File: src/rtl/cache_fill_ctrl.sv
// Cache line fill controller.
// On a miss, fetches an 8-word line from memory starting at the critical
// word and wrapping around the line, writing each returned word into the
// line buffer as it arrives. The critical word is flagged so the core can
// restart early, and completion is signalled with a single-cycle pulse.
module cache_fill_ctrl #(
    parameter int ADDR_W = 16,
    parameter int DATA_W = 16
) (
    input  logic              clk,
    input  logic              rst_n,
    input  logic              miss_req,
    input  logic [ADDR_W-1:0] miss_addr,
    output logic              busy,
    output logic              mem_rd_req,
    output logic [ADDR_W-1:0] mem_addr,
    input  logic              mem_rd_valid,
    input  logic [DATA_W-1:0] mem_rd_data,
    output logic [2:0]        word_addr,
    output logic              word_wr_en,
    output logic [DATA_W-1:0] word_data,
    output logic              crit_valid,
    output logic              fill_done
);

    typedef enum logic [1:0] {
        IDLE = 2'd0,
        REQ  = 2'd1,
        DONE = 2'd2
    } state_t;

    state_t              state_reg;
    logic [ADDR_W-4:0]   base_reg;   // line base address, word index stripped
    logic [2:0]          ptr_reg;    // next word index to request
    logic [2:0]          count_reg;  // words already accepted in this fill

    // Next word index in wrap order; 3-bit arithmetic wraps 7 -> 0 naturally.
    logic [2:0] ptr_inc;
    assign ptr_inc = ptr_reg + 3'd1;

    // Fill sequencer: all outputs are registered here so the line buffer and
    // memory interface see glitch-free, edge-aligned signals.
    always_ff @(posedge clk or negedge rst_n) begin
        if (!rst_n) begin
            state_reg  <= IDLE;
            base_reg   <= '0;
            ptr_reg    <= '0;
            count_reg  <= '0;
            busy       <= 1'b0;
            mem_rd_req <= 1'b0;
            mem_addr   <= '0;
            word_addr  <= '0;
            word_wr_en <= 1'b0;
            word_data  <= '0;
            crit_valid <= 1'b0;
            fill_done  <= 1'b0;
        end else begin
            // Strobes are single-cycle unless re-asserted below.
            word_wr_en <= 1'b0;
            crit_valid <= 1'b0;
            fill_done  <= 1'b0;

            case (state_reg)
                IDLE: begin
                    if (miss_req) begin
                        base_reg   <= miss_addr[ADDR_W-1:3];
                        ptr_reg    <= miss_addr[2:0];
                        count_reg  <= '0;
                        mem_addr   <= miss_addr;
                        mem_rd_req <= 1'b1;
                        busy       <= 1'b1;
                        state_reg  <= REQ;
                    end
                end

                REQ: begin
                    // mem_rd_req is always high in this state, so a valid
                    // here is a genuine acceptance of the outstanding read.
                    if (mem_rd_valid) begin
                        word_wr_en <= 1'b1;
                        word_addr  <= ptr_reg;
                        word_data  <= mem_rd_data;
                        crit_valid <= (count_reg == 3'd0);
                        ptr_reg    <= ptr_inc;
                        count_reg  <= count_reg + 3'd1;
                        mem_addr   <= {base_reg, ptr_inc};
                        if (count_reg == 3'd7) begin
                            // Last word: drop the request and flag completion
                            // in the same cycle as the final write.
                            mem_rd_req <= 1'b0;
                            fill_done  <= 1'b1;
                            state_reg  <= DONE;
                        end
                    end
                end

                DONE: begin
                    busy      <= 1'b0;
                    state_reg <= IDLE;
                end

                default: begin
                    busy       <= 1'b0;
                    mem_rd_req <= 1'b0;
                    state_reg  <= IDLE;
                end
            endcase
        end
    end

endmodule

File: config.mk
export PLATFORM = sky130hd
export DESIGN_NAME = cache_fill_ctrl
export DESIGN_NICKNAME = d
export VERILOG_FILES = /design/src/rtl/cache_fill_ctrl.sv
export SDC_FILE = /design/constraint.sdc
export NUM_CORES = 1
export LEC_CHECK = 0
export BUFFER_PORTS_ARGS = -buffer_cell sky130_fd_sc_hd__buf_2
export CAP_MARGIN = 20
export CORE_ASPECT_RATIO = 0.7
export CORE_MARGIN = 2
export CORE_UTILIZATION = 55
export DETAILED_ROUTE_END_ITERATION = 8
export PLACE_DENSITY_LB_ADDON = 0.2
export SLEW_MARGIN = 20
export SYNTH_ARGS = -nofsm -noshare
export SYNTH_HDL_FRONTEND = slang
export SYNTH_SLANG_ARGS = --single-unit
File: constraint.sdc
create_clock -name clk -period 2.95 [get_ports clk]
set_clock_uncertainty 0.2 [all_clocks]
set_input_delay 0.59 -clock clk [delete_from_list [all_inputs] [get_ports clk]]
set_output_delay 0.59 -clock clk [all_outputs]
set_load 0.01 [all_outputs]
==> flow_summary.toml, run 1 <==
[drt]
dr.pass1.iters = 4
remaining_drc_errors = 0
drt_iter0_markers = 53
drt-vias-per-instance = 5.09
drtAntennaViolNets = 0
wl_per_cell_um = 14.1
via_count = 1578
wirelength_um = 4370

[setup_path]
crit_family = "multiplexers"
slowest_stage = "dfrtp_1"
worst-path-buf-inv = 0
required_ps = 2960
cp-startpoint = "state_reg[0]"
worstRegToRegCells = 3
critPathKind = "reg -> reg"
end_kind = "register"
critPathMaxFanout = 17
rr_startpoint = "state_reg[0]"
critPathArrivalTime_ps = 2130
critPathLaunchType = "register"
path_cells = "mux2i_1, nor2_4, mux2_2"
max_stage_delay_ps = 630
reg2reg_setup_slack_ps = 830
critPathCapture = "mem_addr[11]"
critical_path_depth = 3
r2r-end = "mem_addr[11]"

[placed_design]
dp_hpwl_um = 3090
place_congestion = 0.785
port_buffers = 75

[synthesis]
syn_area_sq_um = 2640
yosysWarnings = 0
ys_types = 28
syn_area_per_cell_sq_um = 16.0
ys_seq_area_share_pct = 55.0
syn_nets = 205
synth_cells = 165
ys_ff_latch = 58

[power]
p_int_uw = 2300
clkPwrFrac_pct = 18.3
powerDensity_nw_per_um2 = 1040
p_sw_share_pct = 30.8
ir_worst_vdd_mv = 0.449
combPwrFrac_pct = 40.4
p_leak_uw = 0.00159
p_sw_uw = 1020
finalPower_uw = 3320
seq_power_share_pct = 41.3

[run_status]
status = "complete, no violations"

[floorplan]
die_h_um = 61.9
start_util_pct = 56.1
core_sq_um = 4700
rows = 21
fp.dieW_um = 86.8
pin_count = 76
dieArea_sq_um = 5370

[global_routing]
grt_pass1_wl_um = 7150
grt_pass1_vias = 1506
antenna_found_initial = 0
gr-usage-all-layers_pct = 18.3
grt_max_degree = 26
overflow = 0

[sta]
fmax_mhz = 472
hold_violations = 0
slew_violations = 0
tns_ps = 0
rsz0062_at_grt = "false"
period_minus_slack_ps = 2120
setup_viol = 0
period_share_pct = 71.9
tightest_slew_ps = 771
relSlewSlack_pct = 48.6

[clocking]
cts_buffer_depth = 2
cts_tree = "yes"
cts_inserted_buffers = 9
cts_root_buf = "clkbuf_8"
postCtsResizedCells = 0
clkSinkCount = 58
postCtsSetupBuffers = 0
insertion_delay_ps = 330
clk_pin_slew_ps = 60
h-tree-depth = 3
ctsHoldBuffers = 1

[finish]
final_layout_size_suffix_gt1_share_pct = 61.7
fin_nets = 288
antennaDiodeCount = 0
fillers = 360
syn_to_final_growth_pct = 20.8

[hold_path]
min_path_type = "reg -> reg"
min_path_cells = 1

[job]
drv_cap = 0
==> how the worst min path moves through the flow <==
stage,start,end,slack (ps)
final,busy,busy,270
after global routing,mem_rd_data[3],word_data[3],270
after CTS,mem_rd_data[4],word_data[4],270
after detailed placement,busy,busy,260
after global placement,busy,busy,260
after floorplan,rst_n,base_reg[0],90
==> cells in the mapped netlist, drive strengths merged <==
master,n,area (sq um)
nor2,3,18.8
o21bai,1,7.51
mux2i,1,10.0
a31o,1,8.76
mux2,60,800
buf,8,103
ha,4,50.1
and2,2,12.5
dfrtp,58,1450
nor3b,3,33.8
o211a,1,10.0
nand2b,1,13.8
inv,3,11.3
nand2,3,11.3
nand4,1,6.26
nand3,2,10.0
a21o,1,7.51
a2bb2oi,1,8.76
nor3,1,5.00
a21oi,3,15.0
and3b,2,17.5
o21ai,4,20.0
nor2b,1,6.26
==> layout make-up <==
class	instances	area, sq um	area share, %
clock inverter	3	15.0	0.471
tap	57	71.3	2.24
inverter	3	11.3	0.353
sequential	58	1450	45.6
multi-input combinational	96	1070	33.7
clock buffer	13	149	4.67
timing repair buffer	80	415	13.0
==> through the flow <==
stage,util (%),area (sq um),setup WS (ps),hold WS (ps),instances
finish,67.7,3190,830,274,310
global route,67.7,3190,717,275,310
CTS,67.7,3190,847,269,310
detailed placement,64.0,3010,817,264,293
global placement,64.0,3010,844,258,293
floorplan,-,2640,1200,94.4,165
==> per-layer routing <==
| metal | global-route usage (%) | vias to the layer above | wire length, um |
|---|---|---|---|
| met5 | 0 | - | 0 |
| met4 | 5.80 | 0 | 19 |
| met3 | 8.45 | 4 | 256 |
| met2 | 26.6 | 48 | 1970 |
| met1 | 24.8 | 774 | 2120 |
| li1 | - | 752 | - |
==> cell families after synthesis <==
kind of cell	count (synthesis)	synth area share, %
adder cells (fa/ha/maj)	4	1.90
flip-flops	58	55.0
AO/OA/AOI/OAI	12	2.94
AND/OR/NAND/NOR	19	5.12
buffers and inverters	11	4.32
multiplexers	61	30.7
==> layout by cell type (no fill, tap or decap), types with 4 or more instances in the layout <==
| cell | n |
|---|---|
| buf_2 | 75 |
| ha_1 | 4 |
| clkbuf_8 | 10 |
| buf_4 | 4 |
| o21ai_0 | 4 |
| mux2_2 | 27 |
| dfrtp_1 | 58 |
| mux2_4 | 33 |
==> power by group through the flow <==
stage               sequential [uW]  clock, uW  combinational, uW
floorplan                      1460          0                921
global placement               1380          0               1330
detailed placement             1380          0               1360
CTS                            1380        631               1360
global route                   1430        678               1470
finish                         1370        608               1340
(Power assumes the default switching activity.)
==> run 2: changes to the inputs <==
- ABC_AREA: not set -> 1
- CORE_UTILIZATION: 55 -> 46
- clock period: 2.95 -> 1.9 ns (I/O delays scaled with it)
==> run 2 against run 1 <==
Effect of this change: worst hold slack got worse by 230 ps; utilization fell by 8.4 points; final area fell by 3.1%; clock power rose by 66%; non-clock buffer count did not move; global-route usage rose by 0.58 points; register-to-register slack got worse by 580 ps; worst setup slack got worse by 580 ps; combinational power rose by 23%; first-iteration DRC count rose by 120%; largest power group unchanged.
==> flow_summary.toml, run 2 <==
[finish]
final_common_cell = "nand2_1"
antennaDiodeCount = 0
fin_nets = 408
multi_input_area_sq_um = 836
fillers = 477
instances_no_fill = 445
regArea_sq_um = 1450
syn_to_final_growth_pct = 25.0
layout_common_cells = "nand2_1, buf_2, dfrtp_1"
final_layout_size_suffix_gt1_share_pct = 26.8
final_core_util_pct = 59.3

[synthesis]
syn_area_per_cell_sq_um = 8.54
synth_cells = 289
synth_edf_count = 0
synthMuxAreaShare_pct = 0
ys_types = 17
synth_top_area_cell = "dfrtp_1"
synth_compound_area_share_pct = 7.50
synth_xor_xnor_area_share_pct = 0
synth-simple-area-share_pct = 24.3
ys_ff_latch = 58
ys_top_cells_by_area = "dfrtp_1, nand2_1, o21ai_0"
ys.flop_type = "dfrtp_1"
syn_nets = 329
ys_seq_area_share_pct = 58.8
synthAdderAreaFrac_pct = 2.03
synthArstFlopShare_pct = 100
synthDominantCellAreaShare_pct = 58.8
yosysMostFrequentCell = "nand2_1"
yosysWarnings = 0
syn_area_sq_um = 2470
synth_commonest_cells = "nand2_1, dfrtp_1, o21ai_0"
synth_top_family_by_area = "simple AND/OR/NAND/NOR gates"

[global_routing]
grt_pass1_vias = 1936
overflow = 0
grt_pass1_wl_um = 8620
grt_max_degree = 59
gr-usage-all-layers_pct = 18.9
antenna_found_initial = 0

[sta]
period_share_pct = 87.0
setup_viol = 0
fmax_mhz = 605
period_minus_slack_ps = 1650
rsz0062_at_grt = "false"
slew_violations = 0
hold_violations = 0
fin_ws_ps = 246
tightest_slew_ps = 341
relSlewSlack_pct = 77.2
tns_ps = 0

[setup_path]
required_ps = 1910
end_kind = "register"
critPathMaxFanout = 27
slowest_stage = "dfrtp_1"
max_stage_delay_ps = 420
critPathLaunchType = "register"
critPathKind = "reg -> reg"
path_cells = "inv_2, nor2_4, nand2_4, nand2_4, buf_4, nand2_1, nand2_1"
critPathArrivalTime_ps = 1670

[placed_design]
dp_hpwl_um = 3580
port_buffers = 75
place_congestion = 0.748
dpl_worst_slack_ps = 234
place_inst = 428

[hold_path]
min_path_type = "in -> reg"

[clocking]
h-tree-depth = 3
cts_root_buf = "clkbuf_8"
insertion_delay_ps = 330
postCtsResizedCells = 0
postCtsSetupBuffers = 0
cts_inserted_buffers = 9
ctsHoldBuffers = 1
clkSinkCount = 58
cts_tree = "yes"
clk_pin_slew_ps = 60
cts_buffer_depth = 2

[floorplan]
pin_count = 76
dieArea_sq_um = 5980
die_h_um = 65.3
fp.dieW_um = 91.6
start_util_pct = 47.5
core_sq_um = 5200
rows = 22

[power]
clkPwrFrac_pct = 21.8
powerDensity_nw_per_um2 = 1500
p_leak_uw = 0.00177
p_sw_share_pct = 36.6
ir_worst_vdd_mv = 0.782
p_int_uw = 2940
combPwrFrac_pct = 35.5
p_sw_uw = 1700
seq_power_share_pct = 42.8

[run_status]
status = "complete, no violations"

[drt]
remaining_drc_errors = 0
dr.pass1.iters = 4
drtAntennaViolNets = 0
drt_iter0_markers = 119
wirelength_um = 5040
via_count = 2016
drt-vias-per-instance = 4.53
wl_per_cell_um = 11.3

[job]
drv_cap = 0
[run 2: cell types whose count changed in the layout (fill, tap and decap cells not counted), sizes merged, moves of 3 or more]
cell / delta
inv: +23
mux2: -60
nand2: +136
nor2: +5
nor3b: -3
o21ai: +30
[run 2: critical path: cells and delay by family, from the launching register on]
kind / cells / cell delay (ps)
DFF: 1 / 420
and+or+nand+nor: 5 / 590
buffers and inverters: 2 / 310
[run 2: per-layer routing]
metal,global-route usage (%),wire length (um),up-vias
li1,-,-,1041
met1,24.7,2500,919
met2,28.2,2180,49
met3,7.45,301,7
met4,7.77,59,0
met5,0,0,-
[run 2: power groups by stage]
stage | Clock [uW] | Sequential (uW) | Combinational, uW
2_1_floorplan | 0 | 2120 | 965
3_3_place_gp | 0 | 1990 | 1620
3_5_place_dp | 0 | 2000 | 1670
4_1_cts | 1040 | 1990 | 1680
5_1_grt | 1110 | 2050 | 1910
6_report | 1010 | 1980 | 1650
[run 2: worst paths after layout]
path / start / endpoint / slack [ps] / cells past startpoint
max reg2reg: state_reg[0] / mem_addr[3] / 250 / 7
max in group asynchronous: rst_n / word_data[15] / 870 / 3
min reg2reg: mem_addr[6] / mem_addr[6] / 270 / 2
min: mem_rd_data[1] / word_data[1] / 40 / 3
min in group asynchronous: rst_n / base_reg[5] / 370 / 3
max: state_reg[0] / mem_addr[3] / 250 / 7
[run 2: per-stage QoR]
| stage | cell area [sq um] | total power [uW] | hold slack (ps) |
|---|---|---|---|
| after floorplan | 2470 | 3080 | -116 |
| after global placement | 2890 | 3610 | 206 |
| after detailed placement | 2890 | 3670 | 205 |
| after CTS | 3090 | 4710 | 26.3 |
| after global routing | 3090 | 5070 | 25.1 |
| final | 3090 | 4640 | 41.3 |
[run 2: area by class of cell]
type	count	area share, %
Multi-Input combinational cell	193	27.1
Clock buffer	14	5.60
Timing Repair Buffer	80	13.9
Inverter	26	3.16
Tap cell	72	2.92
Clock inverter	2	0.324
Sequential cell	58	47.0
[run 2: cells by family after synthesis]
logic type | Yosys count
buffers and inverters | 38
adder cells (fa/ha/maj) | 4
AO/OA/AOI/OAI | 37
AND/OR/NAND/NOR | 152
flip-flops | 58
==> run 3: changes to the inputs <==
- ABC_CLOCK_PERIOD_IN_PS: not set -> 1400
- GPL_TIMING_DRIVEN: not set -> 0
- clock period: 1.9 -> 1.4 ns (I/O delays scaled with it)
==> run 3 against run 2 <==
Effect of this change: the run now ends with negative setup slack left; utilization grew 10 points; critical path depth shrank 2; flip-flop and latch count is the same; worst hold slack lost 33 ps; first-iteration DRC count grew 17%; register-to-register slack lost 290 ps; worst setup slack lost 290 ps; combinational power grew 85%; die area is the same; maximum frequency grew 14%.
==> flow_summary.toml, run 3 (same netlist as run 2, synthesis figures left out) <==
[run_status]
status = "complete, but fails checks"
violations = "negative setup slack"

[clocking]
cts_buffer_depth = 2
cts_tree = "yes"
cts_root_buf = "clkbuf_8"
clk_pin_slew_ps = 60
insertion_delay_ps = 340
h-tree-depth = 3
clkSinkCount = 58
cts_inserted_buffers = 9

[finish]
final_layout_size_suffix_gt1_share_pct = 35.3
syn_to_final_growth_pct = 46.8
fin_nets = 449
layout_common_cells = "nand2_1, buf_2, dfrtp_1"
antennaDiodeCount = 0
final_common_cell = "nand2_1"

[power]
p_sw_share_pct = 36.3
seq_power_share_pct = 36.0
clkPwrFrac_pct = 22.8
combPwrFrac_pct = 41.2
p_int_uw = 4720
ir_worst_vdd_mv = 0.924
powerDensity_nw_per_um2 = 2040
p_sw_uw = 2690
p_leak_uw = 0.00202
finalPower_uw = 7410

[sta]
tns_ps = -710
fin_ws_ps = -46.6
slew_violations = 0
setup_viol = 32
tightest_slew_ps = 527
rsz0062_at_grt = "true"
fmax_mhz = 691
period_minus_slack_ps = 1450
period_share_pct = 103
hold_violations = 0
relSlewSlack_pct = 64.8

[placed_design]
port_buffers = 75
place_congestion = 0.783
dp_hpwl_um = 3610

[drt]
wl_per_cell_um = 12.6
wirelength_um = 6110
drtAntennaViolNets = 0
drt_iter0_markers = 139
drt-vias-per-instance = 4.59
remaining_drc_errors = 0
dr.pass1.iters = 5
via_count = 2231

[floorplan]
start_util_pct = 47.5
rows = 22
fp.dieW_um = 91.6
dieArea_sq_um = 5980
core_sq_um = 5200
die_h_um = 65.3
pin_count = 76

[global_routing]
gr-usage-all-layers_pct = 20.2
antenna_found_initial = 0
grt_max_degree = 59
grt_pass1_vias = 1980
overflow = 0
grt_pass1_wl_um = 9290

[setup_path]
critPathMaxFanout = 10
critPathArrivalTime_ps = 1500
rr_startpoint = "state_reg[0]"
cp-startpoint = "state_reg[0]"
required_ps = 1460
critPathKind = "reg -> reg"
critPathLaunchType = "register"
end_kind = "register"

[job]
drv_cap = 0

[hold_path]
min_path_type = "in -> reg"
hp-start = "miss_addr[5]"
-- run 3: layer usage --
layer / vias to the layer above / global-route usage [%] / wire (um)
met5: - / 0 / 0
met4: 0 / 8.52 / 48
met3: 5 / 6.54 / 330
met2: 61 / 29.0 / 2890
met1: 1035 / 28.3 / 2840
li1: 1130 / - / -
-- run 3: worst max-delay path: stages, from the launching register on --
cell and delay (ps):
dfrtp_1 420, nor2_2 180, nand2_4 100, buf_6 160, buf_6 140, a21oi_1 160
-- run 3: worst paths after layout --
path                            endpoint  slack (ps)  cells after the start
hold / removal               base_reg[2]           8                      3
hold reg to reg            word_data[12]         270                      2
setup reg to reg             base_reg[8]         -50                      5
min in group asynchronous    mem_addr[8]         270                      2
max in group asynchronous   state_reg[1]         330                      2
setup / recovery             base_reg[8]         -50                      5
-- run 3: what timing repair did --
action                     4_1_cts  5_1_grt
hold buffers                    21        0
gates resized for setup         22       36
buffers inserted                 8        4
cloned                           0        2
pin swaps                        5       18
setup endpoints to repair       49       53
hold endpoints to repair        78        0
-- run 3: through the flow --
step / area, sq um / hold WS (ps) / util, % / setup WS, ps / std cells
4_1_cts: 3450 / 2.52 / 66.3 / -16.6 / 480
5_1_grt: 3620 / 18.8 / 69.6 / -126 / 486
6_report: 3620 / 7.83 / 69.6 / -46.6 / 486
2_1_floorplan: 2470 / -216 / - / 45.3 / 289
3_3_place_gp: 2930 / 249 / 56.4 / -283 / 436
3_5_place_dp: 2940 / 191 / 56.4 / -112 / 436
-- run 3: power groups by stage --
stage / registers [uW] / logic, uW / clock network, uW
floorplan: 2870 / 1310 / 0
global placement: 2660 / 2310 / 0
detailed placement: 2680 / 2350 / 0
CTS: 2660 / 2570 / 1730
global route: 2750 / 3420 / 1820
finish: 2660 / 3060 / 1690
-- run 3: layout make-up --
| class | count | area, sq um |
|---|---|---|
| multi-input combinational | 193 | 916 |
| fill | 428 | 1580 |
| buffer | 11 | 108 |
| inverter | 26 | 108 |
| sequential | 58 | 1450 |
| tap | 72 | 90.1 |
| clock inverter | 6 | 80.1 |
| timing repair buffer | 110 | 732 |
| clock buffer | 10 | 138 |
